**src/rtl/onehot_encoder_seq.sv**
```systemverilog
// onehot_encoder_seq: serialises the set bits of a request vector into
// binary indices, lowest index first, one index per output handshake.
//
// Ports:
//   clk, rst            rising-edge clock, synchronous active-high reset
//   in_valid/in_ready   request-vector handshake; in_bits sampled on accept
//   out_valid/out_ready index handshake
//   out_code            index of the lowest pending set bit
//   out_last            out_code is the final index of the current vector
//   zero_drop           one-cycle pulse after an all-zero vector is discarded
module onehot_encoder_seq #(
    parameter int WIDTH  = 8,
    parameter int CODE_W = $clog2(WIDTH)
) (
    input  logic              clk,
    input  logic              rst,
    input  logic              in_valid,
    output logic              in_ready,
    input  logic [WIDTH-1:0]  in_bits,
    output logic              out_valid,
    input  logic              out_ready,
    output logic [CODE_W-1:0] out_code,
    output logic              out_last,
    output logic              zero_drop
);

    typedef enum logic {
        IDLE,
        EMIT
    } state_t;

    state_t            state_q;
    state_t            state_d;
    logic [WIDTH-1:0]  pending_q;
    logic [WIDTH-1:0]  pending_d;
    logic              zero_drop_q;
    logic              zero_drop_d;
    logic [WIDTH-1:0]  rest;
    logic [CODE_W-1:0] low_idx;

    // x & (x - 1) clears the lowest set bit; an all-zero result means the
    // bit being presented now is the only one left.
    assign rest = pending_q & (pending_q - WIDTH'(1));

    // Lowest-index-wins priority encoder: scan downward so the lowest set
    // bit is the last assignment made.
    always_comb begin
        low_idx = '0;
        for (int i = WIDTH - 1; i >= 0; i--) begin
            if (pending_q[i]) begin
                low_idx = CODE_W'(i);
            end
        end
    end

    // Next-state and output decode. All out_* signals depend only on
    // state_q and pending_q, never on the in_* inputs.
    always_comb begin
        state_d     = state_q;
        pending_d   = pending_q;
        zero_drop_d = 1'b0;
        in_ready    = 1'b0;
        out_valid   = 1'b0;
        out_code    = '0;
        out_last    = 1'b0;

        unique case (state_q)
            IDLE: begin
                in_ready = 1'b1;
                if (in_valid) begin
                    if (in_bits != '0) begin
                        pending_d = in_bits;
                        state_d   = EMIT;
                    end else begin
                        zero_drop_d = 1'b1;
                    end
                end
            end
            EMIT: begin
                out_valid = 1'b1;
                out_code  = low_idx;
                out_last  = (rest == '0);
                if (out_ready) begin
                    pending_d = rest;
                    if (rest == '0) begin
                        state_d = IDLE;
                    end
                end
            end
        endcase
    end

    always_ff @(posedge clk) begin
        if (rst) begin
            state_q     <= IDLE;
            pending_q   <= '0;
            zero_drop_q <= 1'b0;
        end else begin
            state_q     <= state_d;
            pending_q   <= pending_d;
            zero_drop_q <= zero_drop_d;
        end
    end

    assign zero_drop = zero_drop_q;

endmodule

```
**config.mk**
```make
export PLATFORM = sky130hd
export DESIGN_NAME = onehot_encoder_seq
export DESIGN_NICKNAME = d
export VERILOG_FILES = /design/src/rtl/onehot_encoder_seq.sv
export SDC_FILE = /design/constraint.sdc
export NUM_CORES = 1
export LEC_CHECK = 0
export CORE_UTILIZATION = 35
export CTS_CLUSTER_SIZE = 10
export DETAILED_ROUTE_END_ITERATION = 16
export PLACE_DENSITY = 0.74
export RECOVER_POWER = 100
export REMOVE_ABC_BUFFERS = 1
export SLEW_MARGIN = 20
export SYNTH_ARGS = -nofsm -noshare
export SYNTH_HDL_FRONTEND = slang
export SYNTH_SLANG_ARGS = --single-unit
```
**constraint.sdc**
```tcl
create_clock -name clk -period 2.9 [get_ports clk]
set_clock_uncertainty 0.15 [all_clocks]
set_input_delay 0.58 -clock clk [delete_from_list [all_inputs] [get_ports clk]]
set_output_delay 0.58 -clock clk [all_outputs]
set_load 0.01 [all_outputs]
```
==> metrics.log, run 1 <==
INFO  metric result_of_the_run = completed
INFO  metric reg2reg_depth = 3
INFO  metric data_arrival_time_at_the_worst_slack_endpoint = roughly 2000 ps
INFO  metric finalInstanceArea = 833 sq um
INFO  metric netlist_instances = 78
INFO  metric resized_gates_after_cts = 0
INFO  metric worstSetupEndpointType = output port
INFO  metric initial_core_util = 0.391
INFO  metric syn-cell-area = between 600 and 700 sq um
INFO  metric die-width = 44.0 microns
INFO  metric ys_seq_area_frac = 0.325
INFO  metric number_of_synthesized_flops_with_an_enable_pin = 0
INFO  metric insertion_delay = between 200 and 300 ps
INFO  metric crit_path_top_delay_cell = clkdlybuf4s50_1
INFO  metric finalHoldViolations = 0
INFO  metric layout.cells.non_filler = ~110
INFO  metric finalNetCount = 110
INFO  metric ctsLongestPathBuffers = 2
INFO  metric timing.reg2reg.setup_slack = about 1300 ps
INFO  metric syn_to_final_growth = 35.1%
INFO  metric dominant_combinational_cell_family_by_area_after_synthesis = compound AO/OA/AOI/OAI gates
INFO  metric crit_required = about 2200 ps
INFO  metric worst_r2r_endpoint = pending_q[2]$_SDFFE_PP0P_
INFO  metric wl_per_cell = 13.4 microns
INFO  metric final.period_utilization = 0.938
INFO  metric gp_congestion = roughly 0.86
INFO  metric synth_seq_cells = 10
INFO  metric ys_async_sr_fraction = 0
INFO  metric hp-class = flip-flop to flip-flop
INFO  metric post_cts.repair.setup_buffers = 0
INFO  metric worst_slew_margin_rel = 0.740
INFO  metric gr-max-usage-layer = met2
INFO  metric path_clk_slew = around 70 ps
INFO  metric first_pass_grt_wire_length = ~2.5 mm
INFO  metric synth_adder_area_share = 0
INFO  metric cts.htree.levels = 1
INFO  metric route.final.wire_length = ~1.5 mm
INFO  metric cts_inserted_buffers = 3
INFO  metric route.detailed.drc = 0
INFO  metric design.portCount = 19
INFO  metric cap_viol_max_count = 0
INFO  metric grt_pass1_vias = 550
INFO  metric post_route_cells_drive_above_1_share = 0.0928
INFO  metric numPlacedInstances = ~110
INFO  metric global_route.usage.met1 = 0.249
INFO  metric cts.sinks = 10
INFO  metric gr-usage-all-layers = 0.176
INFO  metric synth.area.mux_share = 0
INFO  metric grt_antenna_before_repair = 0
INFO  metric synthDistinctLibCells = 26
INFO  metric final.min_clock_period = about 2700 ps
INFO  metric end_of_the_worst_hold_path = pending_q[7]$_SDFFE_PP0P_
INFO  metric total_via_count_in_the_routed_design = approximately 700
INFO  metric power_per_unit_of_standard_cell_area = about 480 nW/um^2
INFO  metric synth-warning-count = 0
INFO  metric start_kind = flip-flop
INFO  metric grtUsageMet3 = 0.0500
INFO  metric avgSynthCellArea = 7.91 sq um
INFO  metric max-vdd-ir-drop = 0.000336 V
INFO  metric slowest_delay = approximately 530 ps
INFO  metric place.detailed.hpwl = between 1 and 1.5 mm
INFO  metric yosys.area_share.xor_xnor = 0
INFO  metric timing.hold.worst_path_depth = 2
INFO  metric port-buffer-count = 18
INFO  metric ys.flop_type = dfxtp_1
INFO  metric timing_worst_setup_path_type = flip-flop to output port
INFO  metric cts_tree = yes
INFO  metric power.leakage = approximately 0.0003 uW
INFO  metric die_area = between 1500 and 2000 sq um
INFO  metric std_cell_rows = 14
INFO  metric finalSetupViolations = 0
INFO  metric largest_net_degree_at_the_start_of_global_routing = 13
INFO  metric drt-vias-per-instance = 6.06
INFO  metric clock_tree.root_cell = clkbuf_4
INFO  metric post_dp_cell_area = approximately 800 sq um
INFO  metric worst_hold_startpoint = pending_q[7]$_SDFFE_PP0P_
INFO  metric rsz0062_at_grt = no
INFO  metric first_pass_iters = 6
INFO  metric drt_iter0_markers = 26
INFO  metric grt_overflow_total = 0
INFO  metric worst_pin_slew = a little under 400 ps
INFO  metric final.setup.tns = 0 ps
INFO  metric coreArea = 1580 sq um
INFO  metric critical_path.cell_chain = nor4_4 -> o21ai_2 -> a21oi_2 -> o221a_1 -> clkdlybuf4s50_1
INFO  metric final_max_slew_viol_count = 0
INFO  metric antenna_cells_inserted = 0
INFO  metric post_synth_and_or_nand_nor_area_fraction = 0.274
INFO  metric critical_path.max_fanout = 7
INFO  metric ant_nets = 0
INFO  metric fp.dieH = about 44 microns
INFO  metric r2r-start = state_q$_SDFF_PP0_
INFO  metric synth_compound_gate_area_share = 0.349
INFO  metric global_route.usage.met2 = 0.257
INFO  metric cts_stage_hold_buffer_count = 0
INFO  metric clock.fmax = 368 MHz
## Yosys cell counts, types with 2 or more instances
library cell	n	area [sq um]
dfxtp_1	10	200
nand2_1	10	37.5
nor2_1	9	33.8
a21oi_1	8	40.0
a211oi_1	5	37.5
nand3_1	5	25.0
a32oi_1	4	35.0
inv_1	3	11.3
o211ai_1	3	22.5
a31oi_1	2	12.5
buf_2	2	10.0
nor4_2	2	25.0
o21bai_1	2	15.0
## layer usage
| metal | wire length, microns | up-vias |
|---|---|---|
| met1 | 739 | 321 |
| met2 | 693 | 26 |
| met5 | 0 | - |
| met3 | 72 | 2 |
| li1 | - | 336 |
| met4 | 13 | 0 |
## registers in the layout, summed over array words and instances (netlist names)
| register | count |
|---|---|
| state_q | 1 |
| pending_q | 8 |
| zero_drop | 1 |
## layout make-up
class / instances / area [sq um]
flip-flops and latches: 10 / 200
fillers: 149 / 743
well taps: 16 / 20.0
repair buffers: 19 / 188
inverters: 3 / 11.3
clock buffers: 4 / 36.3
multi-input cells: 61 / 378
## placed cells by master, fill, tap and decap left out, drive strengths merged
cell,instances
a32oi,4
buf,1
nor4,3
nor2b,1
nor3b,1
dlygate4sd3,7
a31oi,2
a21bo,1
dfxtp,10
o211ai,3
o311ai,1
a211oi,5
clkdlybuf4s50,11
o21bai,2
nor2,9
nand2,10
nand3,5
clkbuf,4
o21ai,2
a21oi,9
inv,3
or3,1
o221a,1
nand2b,1
## how the worst max path moves through the flow
stage	startpoint	to	slack [ps]
global route	pending_q[2]$_SDFFE_PP0P_	out_last	80
finish	pending_q[2]$_SDFFE_PP0P_	out_last	180
detailed placement	pending_q[2]$_SDFFE_PP0P_	out_last	450
CTS	pending_q[2]$_SDFFE_PP0P_	out_last	150
global placement	pending_q[2]$_SDFFE_PP0P_	out_last	520
floorplan	pending_q[2]$_SDFFE_PP0P_	out_last	1020
## worst max-delay path, delay by kind of cell, from the launching register on
| kind | cells | cell delay, ps |
|---|---|---|
| simple gates | 1 | 370 |
| buf+inv | 1 | 530 |
| flops | 1 | 380 |
| compound gates | 3 | 440 |
## cell families after synthesis
logic type / after synthesis
and+or+nand+nor: 31
AOI/OAI and AO/OA: 30
DFF: 10
buffers and inverters: 7
## power breakdown
part           leakage [uW]  switching (uW)  total, uW  internal [uW]
Clock             0.0000210            51.5        128           76.2
Sequential        0.0000821            19.3        166            147
Combinational      0.000197            53.8        108           54.3
Total              0.000300             125        402            277
## stage by stage
step | worst slack (ps) | hold slack [ps] | power, uW | util
finish | 179 | 399 | 402 | 0.529
global route | 77.3 | 433 | 423 | 0.529
CTS | 155 | 388 | 407 | 0.533
detailed placement | 453 | 380 | 280 | 0.510
global placement | 516 | 370 | 279 | 0.510
floorplan | 1020 | 344 | 228 | -
(Power assumes the default switching activity.)
==> run 2: changes to the inputs <==
--- a/config.mk
+++ b/config.mk
@@ -8,8 +8,7 @@
 export CORE_UTILIZATION = 35
 export CTS_CLUSTER_SIZE = 10
 export DETAILED_ROUTE_END_ITERATION = 16
-export PLACE_DENSITY = 0.74
-export RECOVER_POWER = 100
+export PLACE_DENSITY = 0.75
 export REMOVE_ABC_BUFFERS = 1
 export SLEW_MARGIN = 20
 export SYNTH_ARGS = -nofsm -noshare
==> run 2 against run 1 <==
Non-clock buffer count is the same. Critical path depth is the same. Largest cell class unchanged. Register-to-register slack gained 50 ps. First-iteration DRC count down 38%. Sequential cell count unchanged. Via count fell by 1.6%. Utilization rose by 0.40 points. Clock-buffer cell count did not move. Routed wire length up 2.0%. Power grew 0.77%. Final area up 0.75%. Largest power group unchanged.
==> metrics.log, run 2 (synthesized netlist as in run 1, its figures left out) <==
INFO  metric worst_r2r_endpoint = pending_q[2]$_SDFFE_PP0P_ (unchanged)
INFO  metric finalHoldViolations = 0 (unchanged)
INFO  metric route.final.wire_length = 1.55 mm (was 1.52 mm)
INFO  metric place.detailed.hpwl = 1.16 mm (was 1.15 mm)
INFO  metric resized_gates_after_cts = 0 (unchanged)
INFO  metric ff_latch_area = 200 sq um (unchanged)
INFO  metric cap_viol_max_count = 0 (unchanged)
INFO  metric post_cts.repair.setup_buffers = 0 (unchanged)
INFO  metric antenna_cells_inserted = 0 (unchanged)
INFO  metric cts.htree.levels = 1 (unchanged)
INFO  metric first_pass_iters = 7 (was 6)
INFO  metric post_route_cells_drive_above_1_share = 0.113 (was 0.0928)
INFO  metric r2r-start = state_q$_SDFF_PP0_ (unchanged)
INFO  metric cts_inserted_buffers = 3 (unchanged)
INFO  metric largest_net_degree_at_the_start_of_global_routing = 13 (unchanged)
INFO  metric drt-vias-per-instance = 5.96 (was 6.06)
INFO  metric ctsLongestPathBuffers = 2 (unchanged)
INFO  metric start_kind = flip-flop (unchanged)
INFO  metric reg2reg_depth = 3 (unchanged)
INFO  metric insertion_delay = 260 ps (about the same)
INFO  metric end_of_the_worst_hold_path = pending_q[6]$_SDFFE_PP0P_ (was pending_q[7]$_SDFFE_PP0P_)
INFO  metric cts_tree = yes (unchanged)
INFO  metric first_pass_grt_wire_length = 2.50 mm (unchanged)
INFO  metric grt_overflow_total = 0 (unchanged)
INFO  metric ant_nets = 0 (unchanged)
INFO  metric filler_cell_count = 142 (was 149)
INFO  metric clock_tree.root_cell = clkbuf_4 (unchanged)
INFO  metric whs = 406 ps (was 399 ps)
INFO  metric finalSetupViolations = 0 (unchanged)
INFO  metric final.setup.tns = 0 ps (unchanged)
INFO  metric final.period_utilization = 0.940 (was 0.938)
INFO  metric cts.sinks = 10 (unchanged)
INFO  metric std_cell_rows = 14 (unchanged)
INFO  metric max-vdd-ir-drop = 0.000219 V (was 0.000336 V)
INFO  metric critical_path.max_fanout = 7 (unchanged)
INFO  metric layout_commonest_cell = clkdlybuf4s50_1 (unchanged)
INFO  metric power_per_unit_of_standard_cell_area = 482 nW/um^2 (about the same)
INFO  metric crit_required = 2170 ps (about the same)
INFO  metric path_clk_slew = 70 ps (about the same)
INFO  metric die_area = 1930 sq um (unchanged)
INFO  metric grt_antenna_before_repair = 0 (unchanged)
INFO  metric route.detailed.drc = 0 (unchanged)
INFO  metric gp_congestion = 0.906 (was 0.862)
INFO  metric timing.hold.worst_path_depth = 2 (unchanged)
INFO  metric final_max_slew_viol_count = 0 (unchanged)
INFO  metric flip_flop_count_of_the_largest_register_after_layout = 8 (unchanged)
INFO  metric final.min_clock_period = 2730 ps (was 2720 ps)
INFO  metric syn_to_final_growth = 36.1% (was 35.1%)
INFO  metric wl_per_cell = 13.7 microns (was 13.4 microns)
INFO  metric timing.reg2reg.setup_slack = 1330 ps (was 1280 ps)
INFO  metric total_power = 405 uW (was 402 uW)
INFO  metric total_via_count_in_the_routed_design = 674 (was 685)
INFO  metric clock.fmax = 367 MHz (was 368 MHz)
INFO  metric worst_pin_slew = 411 ps (was 387 ps)
INFO  metric timing_worst_setup_path_type = flip-flop to output port (unchanged)
INFO  metric drt_iter0_markers = 16 (was 26)
INFO  metric coreArea = 1580 sq um (unchanged)
INFO  metric worst_hold_startpoint = pending_q[6]$_SDFFE_PP0P_ (was pending_q[7]$_SDFFE_PP0P_)
INFO  metric largest-register = pending_q (unchanged)
INFO  metric worst_slew_margin_rel = 0.725 (was 0.740)
INFO  metric cts_stage_hold_buffer_count = 0 (unchanged)
INFO  metric worstSetupEndpointType = output port (unchanged)
INFO  metric result_of_the_run = completed (unchanged)
INFO  metric initial_core_util = 0.391 (unchanged)
INFO  metric finalNetCount = 110 (unchanged)
INFO  metric grt_pass1_vias = 560 (was 550)
INFO  metric multi_input_comb_area = 384 sq um (was 378 sq um)
INFO  metric port-buffer-count = 18 (unchanged)
INFO  metric power.leakage = 0.000285 uW (was 0.000300 uW)
INFO  metric fp.dieH = 44.0 microns (unchanged)
INFO  metric hp-class = flip-flop to flip-flop (unchanged)
INFO  metric layout.cells.most_common_list = clkdlybuf4s50_1, nand2_1, dfxtp_1, nor2_1, a21oi_1 (unchanged)
INFO  metric die-width = 44.0 microns (unchanged)
INFO  metric design.portCount = 19 (unchanged)
INFO  metric data_arrival_time_at_the_worst_slack_endpoint = 2000 ps (was 1990 ps)
INFO  metric gr-usage-all-layers = 0.175 (was 0.176)
INFO  metric rsz0062_at_grt = no (unchanged)
[run 2: stage by stage]
stage	util	setup slack, ps	cells	cell area, sq um
2_1_floorplan	-	1020	74	596
3_3_place_gp	0.510	513	109	803
3_5_place_dp	0.510	459	109	803
6_report	0.533	175	113	840
5_1_grt	0.533	40.1	113	840
4_1_cts	0.533	162	113	840
[run 2: area by class of cell]
| type | instances | share of cell area |
|---|---|---|
| Tap cell | 16 | 0.0238 |
| Sequential cell | 10 | 0.238 |
| Timing Repair Buffer | 19 | 0.224 |
| Clock buffer | 4 | 0.0432 |
| Inverter | 3 | 0.0134 |
| Multi-Input combinational cell | 61 | 0.458 |
[run 2: metal layers]
layer | GRT usage | vias to the layer above | wire length (microns)
li1 | - | 335 | -
met1 | 0.246 | 299 | 717
met2 | 0.236 | 36 | 671
met3 | 0.0667 | 4 | 145
met4 | 0.0727 | 0 | 15
met5 | 0 | - | 0
[run 2: power breakdown]
part | switching [uW] | total [uW] | internal [uW]
combinational | 55.4 | 113 | 57.5
clock | 49.6 | 126 | 76.2
sequential | 19.5 | 166 | 147
[run 2: how the worst max path moves through the flow]
| stage | start | to | slack, ps | depth (start not counted) |
|---|---|---|---|---|
| floorplan | pending_q[2]$_SDFFE_PP0P_ | out_last | 1020 | 4 |
| global placement | pending_q[2]$_SDFFE_PP0P_ | out_last | 510 | 5 |
| detailed placement | pending_q[2]$_SDFFE_PP0P_ | out_last | 460 | 5 |
| CTS | pending_q[2]$_SDFFE_PP0P_ | out_last | 160 | 5 |
| global route | pending_q[2]$_SDFFE_PP0P_ | out_last | 40 | 5 |
| finish | pending_q[2]$_SDFFE_PP0P_ | out_last | 170 | 5 |
[run 2: worst max-delay path, stage by stage (launching register included)]
cell	delay, ps
dfxtp_1	380
nor4_4	360
o21ai_2	110
a21oi_2	170
o221a_1	190
clkdlybuf4s50_1	520
